==> src/rtl/sixteenbit_imm_unit.sv <==
`default_nettype none
// ============================================================================
// Module      : sixteenbit_imm_unit
// Description : Immediate-operand unit (ADDI / LW / SLL) with a single
//               outstanding request, a load port with timeout, and a held
//               response. Optional zero/carry flags via SIXTEENBIT_IMM_FLAGS_EN.
// Revision    : 1.0 - initial release
// ============================================================================
module sixteenbit_imm_unit #(
    parameter int LW_TIMEOUT = 15
) (
    input  logic        clk,
    input  logic        rst_n,
    input  logic        in_valid,
    output logic        in_ready,
    input  logic [1:0]  op,
    input  logic [15:0] a,
    input  logic [7:0]  imm,
    output logic        mem_req,
    output logic [15:0] mem_addr,
    input  logic        mem_rvalid,
    input  logic [15:0] mem_rdata,
    output logic        out_valid,
    input  logic        out_ready,
    output logic [15:0] answer,
    output logic        err
`ifdef SIXTEENBIT_IMM_FLAGS_EN
    ,
    output logic        zero_flag,
    output logic        carry_flag
`endif
);

    localparam int CNT_W = (LW_TIMEOUT < 2) ? 1 : $clog2(LW_TIMEOUT);
    localparam logic [CNT_W-1:0] c_cnt_last = CNT_W'(LW_TIMEOUT - 1);

    localparam logic [1:0] c_op_addi = 2'b00;
    localparam logic [1:0] c_op_lw   = 2'b01;
    localparam logic [1:0] c_op_sll  = 2'b10;

    typedef enum logic [1:0] {
        ST_IDLE     = 2'd0,
        ST_MEM_WAIT = 2'd1,
        ST_RESP     = 2'd2
    } state_e;

    state_e            state_q, state_d;
    logic [15:0]       answer_q, answer_d;
    logic              err_q, err_d;
    logic              mem_req_q, mem_req_d;
    logic [15:0]       mem_addr_q, mem_addr_d;
    logic [CNT_W-1:0]  cnt_q, cnt_d;

    logic [15:0]       w_imm_sext;
    logic [15:0]       w_sum;
    logic [15:0]       w_shl;

    assign w_imm_sext = {{8{imm[7]}}, imm};
    assign w_sum      = a + w_imm_sext;
    // All 8 shift bits count: anything of 16 or more clears the result.
    assign w_shl      = (imm >= 8'd16) ? 16'd0 : (a << imm[3:0]);

    always_ff @(posedge clk or negedge rst_n) begin
        if (!rst_n) begin
            state_q    <= ST_IDLE;
            answer_q   <= 16'd0;
            err_q      <= 1'b0;
            mem_req_q  <= 1'b0;
            mem_addr_q <= 16'd0;
            cnt_q      <= '0;
        end else begin
            state_q    <= state_d;
            answer_q   <= answer_d;
            err_q      <= err_d;
            mem_req_q  <= mem_req_d;
            mem_addr_q <= mem_addr_d;
            cnt_q      <= cnt_d;
        end
    end

    always_comb begin
        state_d    = state_q;
        answer_d   = answer_q;
        err_d      = err_q;
        mem_req_d  = 1'b0;
        mem_addr_d = mem_addr_q;
        cnt_d      = cnt_q;
        unique case (state_q)
            ST_IDLE: begin
                if (in_valid) begin
                    case (op)
                        c_op_addi: begin
                            answer_d = w_sum;
                            err_d    = 1'b0;
                            state_d  = ST_RESP;
                        end
                        c_op_lw: begin
                            mem_addr_d = w_sum;
                            mem_req_d  = 1'b1;
                            cnt_d      = '0;
                            state_d    = ST_MEM_WAIT;
                        end
                        c_op_sll: begin
                            answer_d = w_shl;
                            err_d    = 1'b0;
                            state_d  = ST_RESP;
                        end
                        default: begin
                            answer_d = 16'd0;
                            err_d    = 1'b1;
                            state_d  = ST_RESP;
                        end
                    endcase
                end
            end
            ST_MEM_WAIT: begin
                // Data arriving on the final allowed cycle still wins over the timeout.
                if (mem_rvalid) begin
                    answer_d = mem_rdata;
                    err_d    = 1'b0;
                    state_d  = ST_RESP;
                end else if (cnt_q == c_cnt_last) begin
                    answer_d = 16'd0;
                    err_d    = 1'b1;
                    state_d  = ST_RESP;
                end else begin
                    cnt_d = cnt_q + 1'b1;
                end
            end
            ST_RESP: begin
                if (out_ready) begin
                    state_d = ST_IDLE;
                end
            end
            default: begin
                state_d = ST_IDLE;
            end
        endcase
    end

    assign in_ready  = (state_q == ST_IDLE);
    assign out_valid = (state_q == ST_RESP);
    assign answer    = answer_q;
    assign err       = err_q;
    assign mem_req   = mem_req_q;
    assign mem_addr  = mem_addr_q;

`ifdef SIXTEENBIT_IMM_FLAGS_EN
    logic        zero_q, zero_d;
    logic        carry_q, carry_d;
    logic        w_load;
    logic        w_add_carry;
    logic        w_sll_carry;
    logic [4:0]  w_sll_rshift;

    assign w_add_carry  = (a[15] & w_imm_sext[15]) |
                          ((a[15] | w_imm_sext[15]) & ~w_sum[15]);
    // Bits pushed out are the top imm bits of a; a shift of 16 on a 16-bit value yields 0.
    assign w_sll_rshift = 5'd16 - {1'b0, imm[3:0]};
    assign w_sll_carry  = (imm >= 8'd16) ? (|a) : (|(a >> w_sll_rshift));

    assign w_load = (state_q != ST_RESP) && (state_d == ST_RESP);

    always_comb begin
        zero_d  = zero_q;
        carry_d = carry_q;
        if (w_load) begin
            zero_d  = (answer_d == 16'd0);
            carry_d = 1'b0;
            if (state_q == ST_IDLE && op == c_op_addi) begin
                carry_d = w_add_carry;
            end else if (state_q == ST_IDLE && op == c_op_sll) begin
                carry_d = w_sll_carry;
            end
        end
    end

    always_ff @(posedge clk or negedge rst_n) begin
        if (!rst_n) begin
            zero_q  <= 1'b0;
            carry_q <= 1'b0;
        end else begin
            zero_q  <= zero_d;
            carry_q <= carry_d;
        end
    end

    assign zero_flag  = zero_q;
    assign carry_flag = carry_q;
`endif

endmodule
`default_nettype wire

==> config.mk <==
export PLATFORM = sky130hd
export DESIGN_NAME = sixteenbit_imm_unit
export DESIGN_NICKNAME = d
export VERILOG_FILES = /design/src/rtl/sixteenbit_imm_unit.sv
export SDC_FILE = /design/constraint.sdc
export NUM_CORES = 1
export LEC_CHECK = 0
export BUFFER_PORTS_ARGS = -buffer_cell sky130_fd_sc_hd__buf_2
export CORE_MARGIN = 10
export CORE_UTILIZATION = 39
export CTS_CLUSTER_DIAMETER = 80
export DETAILED_ROUTE_END_ITERATION = 12
export GPL_ROUTABILITY_DRIVEN = 0
export HOLD_SLACK_MARGIN = 0.05
export PLACE_DENSITY_LB_ADDON = 0.1
export SLEW_MARGIN = 25
export SYNTH_ARGS = -nofsm -noshare
export SYNTH_HDL_FRONTEND = slang
export SYNTH_SLANG_ARGS = --single-unit
==> constraint.sdc <==
create_clock -name clk -period 2.49 [get_ports clk]
set_clock_uncertainty 0.2 [all_clocks]
set_input_delay 0.249 -clock clk [delete_from_list [all_inputs] [get_ports clk]]
set_output_delay 0.249 -clock clk [all_outputs]
set_load 0.005 [all_outputs]
==> results.json, run 1 <==
{
  "status": "complete, no violations",
  "dieArea_um2": 12800,
  "path_max_fanout": 3,
  "nets": 566,
  "vias": 3411,
  "max_freq_mhz": 425,
  "maxSlewHeadroom_pct": 61.0,
  "areaGrowthSynthToFinish_pct": 29.8,
  "avgSynthCellArea_um2": 9.08,
  "ys_top_cells_by_count": "dfrtp_1, nor2_1, nand2_1",
  "drt_iter0_drc": 358,
  "crit_path_start": "a[0]",
  "power_density_nw_per_um2": 687,
  "dp_hpwl_mm": 9.38,
  "r2r.worst_path.cells": 8,
  "seq_area_um2": 1000,
  "rows": 33,
  "synth_edf_count": 0,
  "worstPathArrival_ps": 2320,
  "syn-num-nets": 439,
  "reg2reg_to": "answer[12]$_DFFE_PN0P_",
  "cp-end-kind": "register",
  "clk_latency_ps": 290,
  "max_stage_delay_ps": 380,
  "postCtsSetupRepairBufs": 0,
  "r2r_setup_slack_ps": 270,
  "r2r-start": "cnt_q[0]$_DFFE_PN0P_",
  "drive_gt1_share_pct": 34.3,
  "tns_ps": 0,
  "synth_seq_cells": 40,
  "clockRootBuffer": "clkbuf_8",
  "hp-class": "primary input to register",
  "fin_util_pct": 52.7,
  "synth_top_cell_area_share_pct": 29.5,
  "grt_max_degree": 26,
  "h-tree-depth": 2,
  "port_buffers": 82,
  "initial_utilization_pct": 40.6,
  "min-delay-start": "mem_rdata[1]",
  "crit_chain": "buf_2 -> ha_1 -> fa_1 -> a21o_1 -> a21oi_1 -> o21ai_1 -> a31oi_1 -> o21ai_0 -> xnor2_1 -> mux2i_1",
  "synth_top_area_cell": "dfrtp_1",
  "diodes": 0,
  "cts_buffers": 5,
  "hold_depth": 3,
  "rsz0062_at_grt": "no",
  "grt_pass1_wl_mm": 18.6,
  "cp.required_ps": 2460,
  "grt_use_total_pct": 17.6,
  "cp-start-kind": "primary input",
  "viasPerCell": 5.63,
  "wl_per_cell_um": 18.8,
  "cpLargestDelayFamily": "compound AO/OA/AOI/OAI gates",
  "maxCapViolCount": 0,
  "cp_num_buf_inv": 1,
  "cts_tree": "yes",
  "path_clk_slew_ps": 90,
  "finalSetupViolations": 0,
  "drtAntennaViolNets": 0,
  "die_x_um": 113,
  "layout_min_cycle_time_ps": 2360,
  "yosysWarnings": 0,
  "grt_pass1_vias": 3442,
  "drt-total-wl_mm": 11.4,
  "clock_sinks": 40,
  "synth_cell_type_count": 62,
  "grt-ovfl-total": 0,
  "min_to": "answer[1]$_DFFE_PN0P_",
  "synth_area_leaders": "dfrtp_1, ha_1, mux4_2",
  "antenna_found_initial": 0,
  "synth_cells": 373,
  "crit_slowest_cell": "fa_1",
  "synthArstFlopShare_pct": 100,
  "hold_viol_final": 0,
  "die-height_um": 113,
  "synth_ff_type": "dfrtp_1",
  "clk_path_buf_depth": 2,
  "fill_cells": 851,
  "power.leakage_nw": 2.08,
  "fin_crit_sh_pct": 94.6,
  "peakVddDrop_mv": 0.281,
  "drc": 0,
  "seq_area_frac_synth_pct": 29.5,
  "multi_input_area_um2": 2250,
  "dr.pass1.iters": 7,
  "maxSlewViolCount": 0,
  "worst_pin_slew_ps": 584,
  "pin_count": 83,
  "core_area_um2": 8340,
  "synthesis.area_um2": 3390,
  "critPathKind": "primary input to register"
}
area by class of cell:
class / instances / area share [%]
Tap cell: 105 / 2.99
Clock buffer: 5 / 1.56
Sequential cell: 40 / 22.8
Multi-Input combinational cell: 305 / 51.2
Inverter: 9 / 0.768
Timing Repair Buffer: 139 / 19.6
Clock inverter: 3 / 1.05
layer usage:
metal,global-route usage [%],part of all wire (%),vias to the layer above
met5,0,0,-
met4,2.79,1.2,0
met3,3.59,6.8,10
met2,29.0,46,127
met1,23.6,46,1612
li1,-,-,1662
worst register-to-register path, cell delays in order (launching register included):
cell and delay, ps:
dfrtp_1 420, inv_1 60, ha_1 200, a311o_1 440
nand2_2 130, buf_4 260, a21oi_1 110, o221a_2 150
a31oi_1 180
logic make-up after synthesis:
kind of cell    share of synthesized area [%]
mux                                      15.3
fa+ha+maj                                7.24
simple gates                             15.9
compound gates                           24.3
flops                                    29.5
xor+xnor                                 3.62
buf+inv                                  4.17
cell usage in the layout, fill, tap and decap left out, types with 3 or more instances in the layout:
master / synthesis / routed
mux4_1: 3 / 3
nand3_1: 5 / 5
nor2b_1: 5 / 5
nand2_1: 35 / 35
a21oi_1: 32 / 32
o22ai_1: 3 / 3
clkbuf_8: 0 / 5
buf_2: 5 / 82
a221oi_1: 7 / 7
xnor2_1: 10 / 10
inv_1: 8 / 8
and2_1: 4 / 4
a2111oi_0: 3 / 3
xor2_1: 4 / 4
o21ai_1: 2 / 3
mux2_2: 10 / 10
a311oi_1: 5 / 5
dfrtp_1: 40 / 40
nand2b_1: 5 / 5
a21o_1: 8 / 8
o211ai_1: 3 / 3
or3_1: 3 / 3
o21ai_0: 26 / 25
buf_4: 0 / 47
dlygate4sd3_1: 0 / 10
nor2_1: 40 / 40
ha_1: 18 / 18
nor3_1: 7 / 7
mux4_2: 8 / 8
mux2i_1: 13 / 13
a31oi_1: 7 / 7
o21a_1: 4 / 4
sequential cells by signal, indices dropped and copies added (netlist names):
signal,cells
cnt_q,4
mem_req,1
state_q,2
answer,16
err,1
mem_addr,16
worst max path at each step:
stage | end | cells past startpoint
floorplan | mem_addr[12]$_DFFE_PN0P_ | 9
global placement | mem_addr[12]$_DFFE_PN0P_ | 10
detailed placement | answer[14]$_DFFE_PN0P_ | 10
CTS | answer[14]$_DFFE_PN0P_ | 10
global route | mem_addr[10]$_DFFE_PN0P_ | 10
finish | mem_addr[10]$_DFFE_PN0P_ | 10
power breakdown:
| part | total (W) | switching (W) | internal, W |
|---|---|---|---|
| logic | 0.00136 | 0.000697 | 0.000663 |
| clock network | 0.000557 | 0.000254 | 0.000302 |
| registers | 0.00111 | 0.000183 | 0.000922 |
through the flow:
step                hold slack, ps  instance area [um2]  power (W)  worst slack (ps)  cells
floorplan                     -247                 3390    0.00180              89.1    373
global placement              81.8                 4180    0.00245              -179    588
detailed placement            88.6                 4180    0.00248              -299    588
CTS                           54.8                 4390    0.00304              9.38    606
global route                  91.2                 4400    0.00326              19.5    606
finish                        42.1                 4400    0.00302               135    606
timing repair:
| action | 4_1_cts | 5_1_grt |
|---|---|---|
| endpoints found under the hold margin | 32 | 0 |
| hold buffers | 10 | 0 |
| gates resized for setup | 0 | 2 |
| setup endpoints to repair | 0 | 3 |
No activity file was read; power rests on OpenSTA's default activity.
==> run 2: changes to the inputs <==
==> constraint.sdc (replaced) <==
create_clock -name clk -period 1.9 [get_ports clk]
set_clock_uncertainty 0.2 [all_clocks]
set_input_delay 0.19 -clock clk [delete_from_list [all_inputs] [get_ports clk]]
set_output_delay 0.19 -clock clk [all_outputs]
set_load 0.005 [all_outputs]
==> run 2 against run 1 <==
Compared with the run above:
- cell count rose by 13%
- core utilization rose by 13 points
- register-to-register slack lost 430 ps
- count of clock-buffer cells in the layout rose by 1
- critical endpoint is now answer[14]$_DFFE_PN0P_
- critical path depth is 3 lower
- first-iteration DRC count is 39% lower
- power grew 51%
- clock power grew 34%
- non-clock buffer count is 79 higher
- via count up 11%
- die area is the same
- the flow now finishes with violations (negative setup slack)
- sequential power is 29% higher
==> results.json, run 2 (synthesis results as in run 1) <==
{
  "status": "finished, violations left",
  "violations": "negative setup slack",
  "grt_pass1_vias": 3955,
  "h-tree-depth": 2,
  "grt_use_total_pct": 18.9,
  "drt_iter0_drc": 219,
  "power.leakage_nw": 2.61,
  "layout_common_cells": "buf_4, buf_2, dfrtp_1",
  "dieArea_um2": 12800,
  "fill_cells": 708,
  "maxSlewHeadroom_pct": 65.6,
  "peakVddDrop_mv": 0.311,
  "port_buffers": 82,
  "wl_per_cell_um": 18.3,
  "path_max_fanout": 4,
  "dr.pass1.iters": 4,
  "cp-end-kind": "register",
  "drive_gt1_share_pct": 50.7,
  "critPathKind": "register to register",
  "rsz0062_at_grt": "yes",
  "worst_pin_slew_ps": 516,
  "grt_max_degree": 41,
  "layout_min_cycle_time_ps": 2060,
  "multi_input_area_um2": 2630,
  "pin_count": 83,
  "nets": 645,
  "core_area_um2": 8340,
  "finalSetupViolations": 14,
  "dp_hpwl_mm": 9.93,
  "grt-ovfl-total": 0,
  "drtAntennaViolNets": 0,
  "fin_crit_sh_pct": 108,
  "hp-class": "primary input to register",
  "vias": 3796,
  "clk_path_buf_depth": 2,
  "areaGrowthSynthToFinish_pct": 62.9,
  "initial_utilization_pct": 40.6,
  "cts_tree": "yes",
  "power_density_nw_per_um2": 827,
  "cp.required_ps": 1850,
  "viasPerCell": 5.54,
  "maxCapViolCount": 0,
  "path_clk_slew_ps": 90,
  "drc": 0,
  "maxSlewViolCount": 0,
  "die_x_um": 113,
  "clockRootBuffer": "clkbuf_8",
  "final_common_cell": "buf_4",
  "clk_latency_ps": 290,
  "max_freq_mhz": 486,
  "cp-start-kind": "register",
  "finalWorstSetupSlack_ps": -158,
  "rows": 33,
  "worstPathArrival_ps": 2010,
  "seq_area_um2": 1000,
  "grt_pass1_wl_mm": 20.1,
  "diodes": 0,
  "cts_buffers": 5,
  "hold_viol_final": 0,
  "drt-total-wl_mm": 12.6,
  "holdWs_ps": 102,
  "clock_sinks": 40,
  "antenna_found_initial": 0,
  "die-height_um": 113,
  "tns_ps": -737
}
-- run 2: critical path, cell delays in order (launching register included) --
cell      delay, ps
dfrtp_1         360
inv_1            50
ha_2            180
a311o_1         340
nand2_2         120
nor2_1           60
a222oi_1        450
o41ai_2         150
-- run 2: repair_timing --
| item | in CTS | in global routing |
|---|---|---|
| pin swaps | 37 | 21 |
| hold buffers | 16 | 0 |
| endpoints found under the setup margin | 17 | 26 |
| buffers inserted | 8 | 5 |
| endpoints found under the hold margin | 55 | 0 |
| resized for setup | 50 | 29 |
-- run 2: per-layer routing --
metal,GRT usage (%),wire [um]
met4,7.87,410
met3,2.91,876
met5,0,0
met2,30.7,5820
met1,24.5,5450
-- run 2: report_power, final --
group / switching [W] / total (W) / internal, W
Clock: 0.000316 / 0.000746 / 0.000430
Combinational: 0.00112 / 0.00239 / 0.00126
Sequential: 0.000222 / 0.00143 / 0.00121
Total: 0.00166 / 0.00457 / 0.00290
-- run 2: layout make-up --
cell class / instances / area share, %
Clock buffer: 6 / 1.50
Clock inverter: 2 / 0.703
Inverter: 9 / 0.612
Multi-Input combinational cell: 305 / 47.7
Sequential cell: 40 / 18.1
Tap cell: 105 / 2.38
Timing Repair Buffer: 218 / 29.0
-- run 2: final timing paths --
path                                       from  cells after the start                      to  slack (ps)
min in group asynchronous                 rst_n                      3   answer[2]$_DFFE_PN0P_         280
max                        cnt_q[0]$_DFFE_PN0P_                      7  answer[14]$_DFFE_PN0P_        -160
max reg2reg                cnt_q[0]$_DFFE_PN0P_                      7  answer[14]$_DFFE_PN0P_        -160
min                                mem_rdata[7]                      3   answer[7]$_DFFE_PN0P_         100
min reg2reg                     err$_DFFE_PN0P_                      2         err$_DFFE_PN0P_         280
max in group asynchronous                 rst_n                      3  answer[12]$_DFFE_PN0P_         860
-- run 2: through the flow --
step                cells  setup WS [ps]  area [um2]  total power [W]  utilization, %
finish                685           -158        5520          0.00457            66.2
global route          685           -280        5520          0.00488            66.2
CTS                   681           -106        5360          0.00448            64.2
detailed placement    650           -588        4790          0.00352            57.4
global placement      650           -531        4790          0.00348            57.4
floorplan             373           -196        3530          0.00242               -
==> run 3: changes to the inputs <==
--- a/config.mk
+++ b/config.mk
@@ -13,6 +13,7 @@
 export GPL_ROUTABILITY_DRIVEN = 0
 export HOLD_SLACK_MARGIN = 0.05
 export PLACE_DENSITY_LB_ADDON = 0.1
+export RECOVER_POWER = 50
 export SLEW_MARGIN = 25
 export SYNTH_ARGS = -nofsm -noshare
 export SYNTH_HDL_FRONTEND = slang
==> run 3 against run 2 <==
Compared with the run above:
- the run still ends with negative setup slack left
- routed wire length up 0.18%
- clock power about the same
- core utilization down 0.10 points
- hold slack worse by 0.80 ps
- critical path type unchanged
- largest cell class unchanged
==> results.json, run 3 (synthesis results as in run 1) <==
{
  "status": "finished, violations left",
  "violations": "negative setup slack",
  "cp-end-kind": "register",
  "p_comb_share_pct": 52.2,
  "cp-start-kind": "register",
  "p_clk_share_pct": 16.4,
  "maxSlewViolCount": 0,
  "crit_slowest_cell": "a222oi_1",
  "worst_pin_slew_ps": 1020,
  "finalNonFillerCells": 685,
  "finalWorstSetupSlack_ps": -164,
  "wl_per_cell_um": 18.4,
  "grt_pass1_wl_mm": 20.1,
  "p_sw_w": 0.00167,
  "path_clk_slew_ps": 90,
  "min-delay-start": "mem_rdata[7]",
  "drtAntennaViolNets": 0,
  "hold_depth": 3,
  "finalSetupViolations": 14,
  "nets": 645,
  "hold_viol_final": 0,
  "path_max_fanout": 4,
  "r2r.worst_path.cells": 7,
  "die-height_um": 113,
  "switching_share_pct": 36.6,
  "vias": 3766,
  "layout_min_cycle_time_ps": 2060,
  "clockRootBuffer": "clkbuf_8",
  "dieArea_um2": 12800,
  "peakVddDrop_mv": 0.312,
  "rsz0062_at_grt": "yes",
  "hp-class": "primary input to register",
  "dr.pass1.iters": 4,
  "critPathKind": "register to register",
  "viasPerCell": 5.50,
  "maxSlewHeadroom_pct": 32.3,
  "crit_chain": "inv_1 -> ha_2 -> a311o_1 -> nand2_2 -> nor2_1 -> a222oi_1 -> o41ai_2",
  "power_density_nw_per_um2": 827,
  "dp.cells": 650,
  "drive_gt1_share_pct": 49.8,
  "fill_cells": 709,
  "die_x_um": 113,
  "initial_utilization_pct": 40.6,
  "seq_power_share_pct": 31.4,
  "final_common_cell": "buf_4",
  "areaGrowthSynthToFinish_pct": 62.7,
  "max_freq_mhz": 484,
  "grt_pass1_vias": 3955,
  "placed_area_um2": 4790,
  "drt-total-wl_mm": 12.6,
  "final_area_um2": 5510,
  "cp.required_ps": 1850,
  "drt_iter0_drc": 238,
  "clock_sinks": 40,
  "crit_path_start": "cnt_q[0]$_DFFE_PN0P_",
  "p_total_w": 0.00456,
  "layout_common_cells": "buf_4, buf_2, dfrtp_1",
  "fin_crit_sh_pct": 109,
  "diodes": 0,
  "p_int_w": 0.00289,
  "worstPathArrival_ps": 2020,
  "dp_hpwl_mm": 9.93,
  "core_area_um2": 8340,
  "drc": 0,
  "grt_max_degree": 41,
  "r2r-start": "cnt_q[0]$_DFFE_PN0P_",
  "clk_path_buf_depth": 2,
  "clk_latency_ps": 290,
  "port_buffers": 82,
  "pin_count": 83,
  "fin_util_pct": 66.1,
  "cts_tree": "yes",
  "cts_buffers": 5,
  "max_stage_delay_ps": 450,
  "grt-ovfl-total": 0,
  "holdWs_ps": 101,
  "grt_use_total_pct": 18.9,
  "power.leakage_nw": 2.59,
  "rows": 33,
  "antenna_found_initial": 0,
  "maxCapViolCount": 0,
  "h-tree-depth": 2
}
-- run 3: changes by cell type in the layout (fill, tap and decap cells not counted) --
cell,before,now
clkbuf_2,0,1
clkbuf_1,0,5
buf_4,110,109
buf_2,72,67
-- run 3: path summary, 6_finish.rpt --
path | slack (ps) | end
worst min register to register | 290 | err$_DFFE_PN0P_
min in group asynchronous | 480 | answer[2]$_DFFE_PN0P_
worst max-delay path | -160 | answer[14]$_DFFE_PN0P_
worst min-delay path | 100 | answer[7]$_DFFE_PN0P_
max in group asynchronous | 400 | mem_addr[5]$_DFFE_PN0P_
worst max register to register | -160 | answer[14]$_DFFE_PN0P_
-- run 3: area by class of cell --
type	instances	area, um2	share of cell area (%)
sequential	40	1000	18.2
timing repair buffer	218	1590	28.9
clock buffer	6	82.6	1.50
multi-input combinational	305	2630	47.8
tap	105	131	2.38
clock inverter	2	38.8	0.704
inverter	9	33.8	0.613
-- run 3: layer usage --
metal | vias up | part of all wire [%] | track usage, %
li1 | 1817 | - | -
met1 | 1787 | 44 | 24.5
met2 | 142 | 46 | 30.7
met3 | 20 | 7.0 | 2.91
met4 | 0 | 3.1 | 7.87
met5 | - | 0 | 0
-- run 3: worst max-delay path, delay by kind of cell (launching register included) --
kind,cells,cell delay (ps)
AOI/OAI and AO/OA,3,940
adders and majority gates,1,180
buffers and inverters,1,50
DFF,1,360
and+or+nand+nor,2,190
-- run 3: power by group through the flow --
stage / Clock (W) / Combinational (W) / Sequential, W
after CTS: 0.000761 / 0.00229 / 0.00142
after global routing: 0.000785 / 0.00261 / 0.00148
after detailed placement: 0 / 0.00208 / 0.00144
after global placement: 0 / 0.00205 / 0.00143
final: 0.000747 / 0.00238 / 0.00143
after floorplan: 0 / 0.000967 / 0.00146
-- run 3: what timing repair did --
item                                    4_1_cts  5_1_grt
endpoints found under the setup margin       17       26
setup buffers                                 8        5
hold buffers                                 16        0
endpoints found under the hold margin        55        0
pin swaps                                    37       21
gates resized for setup                      50       29
-- run 3: metrics by stage --
step           setup slack [ps]  TNS [ps]
3_5_place_dp               -588     -9630
6_report                   -164      -695
2_1_floorplan              -196     -1600
3_3_place_gp               -531     -8880
4_1_cts                    -106      -610
5_1_grt                    -280     -2380
